File: src/rtl/stack_ctrl.sv
// rtl/stack_ctrl.sv - stack pointer controller and initiator for a 2R/1W stack memory
// Define STACK_CTRL_OVERFLOW_TRAP_EN to squash ops that violate their depth requirement.
module stack_ctrl #(
  parameter int WIDTH = 5,
  parameter int SIZE  = 32
) (
  input  logic             clk,
  input  logic             rst_n,
  input  logic             op_valid,
  output logic             op_ready,
  input  logic [2:0]       op,
  input  logic [15:0]      din,
  output logic [15:0]      tos,
  output logic [15:0]      nos,
  output logic [WIDTH:0]   depth,
  output logic             empty,
  output logic             full,
  output logic             err,
  input  logic             err_clr,
  output logic [WIDTH-1:0] mem_dout_addr0,
  input  logic [15:0]      mem_dout0,
  output logic [WIDTH-1:0] mem_dout_addr1,
  input  logic [15:0]      mem_dout1,
  output logic             we,
  output logic [WIDTH-1:0] mem_din_addr,
  output logic [15:0]      mem_din
);

  typedef enum logic {ST_IDLE = 1'b0, ST_SWAP2 = 1'b1} state_t;

  localparam logic [2:0] OP_NOP   = 3'd0;
  localparam logic [2:0] OP_PUSH  = 3'd1;
  localparam logic [2:0] OP_POP   = 3'd2;
  localparam logic [2:0] OP_REPL  = 3'd3;
  localparam logic [2:0] OP_BINOP = 3'd4;
  localparam logic [2:0] OP_DUP   = 3'd5;
  localparam logic [2:0] OP_SWAP  = 3'd6;
  localparam logic [2:0] OP_DROP2 = 3'd7;

  localparam logic [WIDTH:0] LP_FULL = (WIDTH+1)'(SIZE);
  localparam logic [WIDTH:0] LP_ONE  = (WIDTH+1)'(1);
  localparam logic [WIDTH:0] LP_TWO  = (WIDTH+1)'(2);

  state_t                  r_state;
  state_t                  w_state_nxt;
  logic [WIDTH-1:0]        r_sp;
  logic [WIDTH-1:0]        w_sp_m1;
  logic [WIDTH-1:0]        w_sp_m2;
  logic [WIDTH-1:0]        w_sp_nxt;
  logic [WIDTH:0]          r_depth;
  logic [WIDTH:0]          w_depth_nxt;
  logic signed [WIDTH+2:0] w_depth_sum;
  logic                    r_err;
  logic [15:0]             r_swap_tmp;
  logic                    w_accept;
  logic                    w_bad;
  logic                    w_we;
  logic                    w_latch;
  logic [WIDTH-1:0]        w_waddr;
  logic [15:0]             w_wdata;
  logic signed [2:0]       w_delta;

  assign w_sp_m1  = r_sp - WIDTH'(1);
  assign w_sp_m2  = r_sp - WIDTH'(2);
  // Reset gating lives only on the outputs so rst_n never feeds flop data paths.
  assign w_accept = op_valid && (r_state == ST_IDLE);

  always_comb begin
    w_state_nxt = r_state;
    w_we        = 1'b0;
    w_waddr     = r_sp;
    w_wdata     = din;
    w_delta     = 3'sd0;
    w_bad       = 1'b0;
    w_latch     = 1'b0;
    if (r_state == ST_SWAP2) begin
      w_we        = 1'b1;
      w_waddr     = w_sp_m2;
      w_wdata     = r_swap_tmp;
      w_state_nxt = ST_IDLE;
    end else if (w_accept) begin
      case (op)
        OP_PUSH: begin
          w_bad   = (r_depth == LP_FULL);
          w_we    = 1'b1;
          w_delta = 3'sd1;
        end
        OP_POP: begin
          w_bad   = (r_depth < LP_ONE);
          w_delta = -3'sd1;
        end
        OP_REPL: begin
          w_bad   = (r_depth < LP_ONE);
          w_we    = 1'b1;
          w_waddr = w_sp_m1;
        end
        OP_BINOP: begin
          w_bad   = (r_depth < LP_TWO);
          w_we    = 1'b1;
          w_waddr = w_sp_m2;
          w_delta = -3'sd1;
        end
        OP_DUP: begin
          w_bad   = (r_depth < LP_ONE) || (r_depth == LP_FULL);
          w_we    = 1'b1;
          w_wdata = mem_dout0;
          w_delta = 3'sd1;
        end
        OP_SWAP: begin
          w_bad       = (r_depth < LP_TWO);
          w_we        = 1'b1;
          w_waddr     = w_sp_m1;
          w_wdata     = mem_dout1;
          w_latch     = 1'b1;
          w_state_nxt = ST_SWAP2;
        end
        OP_DROP2: begin
          w_bad   = (r_depth < LP_TWO);
          w_delta = -3'sd2;
        end
        default: w_delta = 3'sd0;
      endcase
`ifdef STACK_CTRL_OVERFLOW_TRAP_EN
      if (w_bad) begin
        w_we        = 1'b0;
        w_delta     = 3'sd0;
        w_latch     = 1'b0;
        w_state_nxt = ST_IDLE;
      end
`endif
    end
  end

  // Pointer wraps modulo SIZE; depth saturates to 0..SIZE.
  assign w_sp_nxt    = r_sp + WIDTH'(w_delta);
  assign w_depth_sum = $signed({2'b00, r_depth}) + (WIDTH+3)'(w_delta);

  always_comb begin
    w_depth_nxt = w_depth_sum[WIDTH:0];
    if (w_depth_sum[WIDTH+2]) begin
      w_depth_nxt = '0;
    end else if (w_depth_sum > $signed({2'b00, LP_FULL})) begin
      w_depth_nxt = LP_FULL;
    end
  end

  always_ff @(posedge clk or negedge rst_n) begin
    if (!rst_n) begin
      r_state    <= ST_IDLE;
      r_sp       <= '0;
      r_depth    <= '0;
      r_err      <= 1'b0;
      r_swap_tmp <= '0;
    end else begin
      r_state <= w_state_nxt;
      r_sp    <= w_sp_nxt;
      r_depth <= w_depth_nxt;
      if (w_latch) begin
        r_swap_tmp <= mem_dout0;
      end
      if (w_accept && w_bad) begin
        r_err <= 1'b1;
      end else if (err_clr) begin
        r_err <= 1'b0;
      end
    end
  end

  assign op_ready       = rst_n && (r_state == ST_IDLE);
  assign we             = rst_n && w_we;
  assign mem_din_addr   = w_waddr;
  assign mem_din        = w_wdata;
  assign mem_dout_addr0 = w_sp_m1;
  assign mem_dout_addr1 = w_sp_m2;
  assign tos            = mem_dout0;
  assign nos            = mem_dout1;
  assign depth          = r_depth;
  assign empty          = (r_depth == '0);
  assign full           = (r_depth == LP_FULL);
  assign err            = r_err;

endmodule

File: config.mk
export PLATFORM = sky130hd
export DESIGN_NAME = stack_ctrl
export DESIGN_NICKNAME = d
export VERILOG_FILES = /design/src/rtl/stack_ctrl.sv
export SDC_FILE = /design/constraint.sdc
export NUM_CORES = 1
export LEC_CHECK = 0
export BUFFER_PORTS_ARGS = -buffer_cell sky130_fd_sc_hd__buf_2
export CAP_MARGIN = 20
export CORE_ASPECT_RATIO = 0.8
export CORE_UTILIZATION = 43
export DETAILED_ROUTE_END_ITERATION = 8
export GPL_ROUTABILITY_DRIVEN = 0
export MAX_ROUTING_LAYER = met4
export PLACE_DENSITY = 0.72
export SYNTH_ARGS = -nofsm -noshare
export SYNTH_HDL_FRONTEND = slang
export SYNTH_SLANG_ARGS = --single-unit
File: constraint.sdc
create_clock -name clk -period 3.7 [get_ports clk]
set_clock_uncertainty 0.2 [all_clocks]
set_input_delay 0 -clock clk [delete_from_list [all_inputs] [get_ports clk]]
set_output_delay 0 -clock clk [all_outputs]
set_load 0.05 [all_outputs]
=== After elaboration in Yosys (flattened, before gate mapping) ===
Index checks and enable logic that the tools add are counted.

* Bits in registers: 29
* Bits of input ports: 55
* Output and inout port bits: 74
* Logic and storage cells: 56

* Add/sub/neg operators: 4
* $lt $le $gt $ge: 3
* Equality and inequality tests: 8
* Multiplexer cells: 22
* Bitwise gates (word level): 1
* Reductions and logical operators: 13

{| class="wikitable"
|+ Operators with widths
! operator !! count
|-
| $mux 16 || 2
|-
| $pmux 16 s2 || 1
|-
| $eq 3x3->1 const B || 4
|-
| $mux 6 || 2
|-
| $mux 1 || 10
|-
| $mux 5 || 2
|-
| $pmux 5 s2 || 1
|-
| $pmux 3 s3 || 1
|-
| $add 7x3->8 || 1
|-
| $gt 8x7->1 const B || 1
|-
| $reduce_or 2->1 || 4
|-
| $eq 3x2->1 const B || 2
|-
| $eq 6x6->1 const B || 1
|-
| $logic_not 6->1 || 1
|-
| $lt 6x1->1 const B || 1
|-
| $lt 6x2->1 const B || 1
|-
| $mux 3 || 2
|-
| $add 5x5->5 || 1
|-
| $reduce_or 5->1 || 1
|-
| $sub 5x1->5 const B || 1
|-
| $sub 5x2->5 const B || 1
|-
| $logic_and 1x1->1 || 4
|-
| $pmux 1 s4 || 1
|-
| $eq 3x1->1 const B || 1
|-
| other kinds (4) || 4
|}

=== Depth between registers and ports, before layout ===
* Depth in word-level cells: 9
* Gate-level depth with buffers: 13
* Depth with buffers taken out: 11

=== Worst setup path after synthesis ===
Ideal clock, no wire load.

* Path type: reg-to-output
* From: reg r_sp[1]
* To: out mem_din_addr[4]
* Data arrival time: 3.662 ns
* Required time: 3.500 ns
* Setup slack: -0.162 ns
* Stages on the path, launching flop included: 8
* Path buffers: 0
* Path through: dfrtp_1 inv_1 ha_1 nor3b_1 xor2_1 mux2_2 a22oi_1 o21ai_0

* Word-level cells in the longest chain between the ends: 4

{| class="wikitable"
|+ Ends and longest elaborated chain
! what !! line !! text
|-
| start: declaration || 46 || <nowiki>logic [WIDTH-1:0] r_sp;</nowiki>
|-
| start signal: assignment || 156 || <nowiki>r_sp <= w_sp_nxt;</nowiki>
|-
| $sub 5x1->5 || 63 || <nowiki>assign w_sp_m1 = r_sp - WIDTH'(1);</nowiki>
|-
| named net mem_dout_addr0[4] || 20 || <nowiki>output logic [WIDTH-1:0] mem_dout_addr0,</nowiki>
|-
| $pmux 5 s2 || 82 || <nowiki>case (op)</nowiki>
|-
| $mux 5 || 81 || <nowiki>end else if (w_accept) begin</nowiki>
|-
| $mux 5 || 76 || <nowiki>if (r_state == ST_SWAP2) begin</nowiki>
|-
| end: declaration || 25 || <nowiki>output logic [WIDTH-1:0] mem_din_addr,</nowiki>
|}

The timed path passes the listed nets, and every way through them passes these cells.

=== Worst setup path after layout ===
* From: reg r_state
* To: reg r_depth[3], in the netlist depth[3]

* Word-level cells in the longest chain between the ends: 8

{| class="wikitable"
|+ Ends and longest elaborated chain
! what !! line !! text
|-
| start: declaration || 44 || <nowiki>state_t r_state;</nowiki>
|-
| start signal: assignment || 155 || <nowiki>r_state <= w_state_nxt;</nowiki>
|-
| $not 1->1 || 66 || <nowiki>assign w_accept = op_valid && (r_state == ST_IDLE);</nowiki>
|-
| $logic_and 1x1->1 || 66 ||
|-
| $mux 3 || 81 ||
|-
| $mux 3 * || 76 ||
|-
| $add 7x3->8 * || 136 || <nowiki>assign w_depth_sum = $signed({2'b00, r_depth}) + (WIDTH+3)'(w_delta);</nowiki>
|-
| $gt 8x7->1 || 142 || <nowiki>end else if (w_depth_sum > $signed({2'b00, LP_FULL})) begin</nowiki>
|-
| $mux 6 || 142 ||
|-
| $mux 6 * || 140 || <nowiki>if (w_depth_sum[WIDTH+2]) begin</nowiki>
|-
| named net w_depth_nxt[3] || 51 || <nowiki>logic [WIDTH:0] w_depth_nxt;</nowiki>
|-
| end signal: assignment || 157 || <nowiki>r_depth <= w_depth_nxt;</nowiki>
|-
| end: declaration || 50 || <nowiki>logic [WIDTH:0] r_depth;</nowiki>
|}

The timed path passes the listed nets; every way through them passes the cells marked *.
A chain may end at the register's enable or synchronous reset.

==> metrics.txt <==
status=completed; Main synth FF type=dfrtp_1; largest stage delay on the critical path=0.45 ns; Least-Margin Pin Slew=0.851 ns; overall die area=6680 µm²; fin. max-slew vios=0; Die H=73.3 µm; crit share post-route=84.3%; Clock transition at path regs=0.06 ns; Synth Warn #=0; largest net degree at the start of global routing=32; XOR/XNOR share of the synthesized area=5.08%; critical path capture point type=flop; Routed Antenna Nets=0; DR WL/cell=14.1 µm; type of the most critical hold path=in -> reg; setup TNS=0 ns; initial drt markers=140; worst-skew pair later-pin latency=0.27 ns; Buffers on Ports=128; mux contribution to synthesized area=8.61%; post-synthesis sequential area ratio=26.6%; Ports=129; initial antenna violation count=0; Clock Sinks=29; Post-synth EDFFs=0; Max-slew headroom=43.1%; minimum hold slack=0.0453 ns; power per cell area=733 nW/µm²; Rows=25; Horiz. Die Dim=91.1 µm; GR Overflow Total=0; Async SR Flop Fraction=100%; Setup Fix Bufs, Post-CTS=0; Critical Path RT=3.68 ns; fmax=321 MHz; WL final=7070 µm; CTS Buffer Depth=2; core area=6010 µm²; simple-gate area share of the yosys netlist=17.8%; Leak=1.70 nW; clock root cell=clkbuf_8; share of cells above drive strength 1=38.6%; Mapped Cells=316; global-route wire length before repair=11,400 µm; vias in the first global route=2,434; Mapped Area=2730 µm²; Multi-input gate area=1630 µm²; Netlist cell types=49; first drt pass iteration count=4; crit start category=flop; drt drc=0; DP Worst Slack=0.599 ns; CP max FO=10; H-Tree Depth=2; maxcap violations=0; Total Power=2.52 mW; RSZ-0062 raised after global routing=no; Via-to-Cell Ratio=5.28; FF+latch count, synth=29; Slowest cell on crit path=ha_1; Final Hold Fails=0; HPWL reported at the end of detailed placement=5130 µm; Post-Syn Nets=387; compound-gate portion of the synthesized area=20.2%; FF/Latch Area=726 µm²; Final WS setup=0.582 ns; final setup fails=0; main combinational cell family by area after synthesis=compound AO/OA/AOI/OAI gates; gr usage total=21.8%; CTS buffer count=5; final-stage net count=493; post-synthesis adder-cell area fraction=7.88%; Filler Cells Inserted=559; Initial Util=45.5%; Crit Path Class=reg -> reg; CP arrival=3.10 ns; Layout area overhead=25.7%; Avg Cell Area, Syn=8.64 µm²; Final min period=3.12 ns; worst path cell trace=and4bb_2, a2bb2oi_4, inv_1, ha_1, nand2_1, nor3_2, o22ai_1, mux2i_2, nor4_2; Util after Layout=57.1%; TritonCTS clock tree=built; Ant. Diodes=0; VDD IR max=357 µV; Vias=2,656
[cells by family (layout without fill, tap and decap cells)]
family          count (synthesis)  count (layout)
buf+inv                        63             169
compound gates                 81              81
flops                          29              29
xor+xnor                       15              15
mux                            21              21
simple gates                   91              91
fa+ha+maj                      16              16
[worst paths after layout]
check	from	end	slack [ns]	cells after the start
hold reg to reg	r_swap_tmp[7]	r_swap_tmp[7]	0.31	1
min in group asynchronous	rst_n	r_swap_tmp[8]	0.11	2
setup reg to reg	r_state	depth[3]	0.58	9
max in group asynchronous	rst_n	r_sp[1]	2.73	2
hold / removal	op[2]	err	0.05	3
setup / recovery	r_state	depth[3]	0.58	9
[timing repair]
item	in CTS	in global routing
hold endpoints to repair	46	0
hold buffers	18	0
resized for setup	0	0
[worst max-delay path, delay by kind of cell (launching register included)]
| family | cells | cell delay, ns |
|---|---|---|
| simple gates | 4 | 0.99 |
| compound gates | 2 | 0.49 |
| fa+ha+maj | 1 | 0.45 |
| flops | 1 | 0.40 |
| buf+inv | 1 | 0.25 |
| mux | 1 | 0.24 |
[per-layer routing]
layer / GRT usage [%] / wire length (µm) / up-vias
met2: 34.7 / 3320 / 116
met1: 29.1 / 3200 / 1233
li1: - / - / 1298
met4: 5.64 / 90 / 0
met3: 3.93 / 459 / 9
met5: - / 0 / -
[power by group]
group          leakage, nW  total, mW  switching, mW  internal, mW
clock network       0.0443      0.265          0.117         0.147
registers            0.357      0.539          0.117         0.422
logic                 1.30       1.71           1.23         0.482
[synthesized netlist by cell type, types with 2 or more instances]
| library cell | n | area [µm²] |
|---|---|---|
| a21boi_0 | 2 | 15.0 |
| a21o_1 | 4 | 30.0 |
| a21oi_1 | 23 | 115 |
| a221oi_1 | 11 | 96.3 |
| a22oi_1 | 4 | 30.0 |
| a31oi_1 | 3 | 18.8 |
| and3_1 | 2 | 12.5 |
| buf_2 | 6 | 30.0 |
| buf_4 | 34 | 255 |
| clkbuf_1 | 9 | 33.8 |
| dfrtp_1 | 29 | 726 |
| fa_1 | 2 | 40.0 |
| ha_1 | 14 | 175 |
| inv_1 | 13 | 48.8 |
| mux2_2 | 17 | 191 |
| mux2i_1 | 3 | 30.0 |
| nand2_1 | 22 | 82.6 |
| nand2b_1 | 3 | 18.8 |
| nor2_1 | 21 | 78.8 |
| nor2b_1 | 18 | 113 |
| nor3_1 | 10 | 50.1 |
| nor3b_1 | 5 | 37.5 |
| o211ai_1 | 2 | 15.0 |
| o21a_1 | 2 | 15.0 |
| o21ai_0 | 17 | 85.1 |
| o221ai_1 | 4 | 35.0 |
| o22ai_1 | 2 | 12.5 |
| xnor2_1 | 6 | 52.6 |
| xor2_1 | 8 | 70.1 |
[area by class of cell]
cell class              count  share of cell area (%)
flip-flops and latches     29                    21.1
clock buffers               7                    2.52
well taps                  81                    2.95
inverters                  13                    1.42
multi-input cells         224                    47.4
repair buffers            149                    24.6
[cell usage in the layout, fill, tap and decap left out, types with 11 or more instances in the layout]
cell,instances
a221oi_1,11
buf_2,128
dfrtp_1,29
nand2_1,22
o21ai_0,15
nor2b_1,18
dlygate4sd3_1,18
inv_1,13
nor2_1,21
a21oi_1,23
ha_1,14
mux2_2,17
[through the flow]
step           std cells  cell area, µm²
6_report             503            3430
5_1_grt              503            3430
4_1_cts              503            3430
3_5_place_dp         478            3170
3_3_place_gp         478            3170
2_1_floorplan        316            2730
[flip-flops by register name (all words and copies together) (netlist names)]
name and cells:
r_state 1, r_swap_tmp 16, depth 6, r_sp 5, err 1
Power figures use the tool's default switching activity.
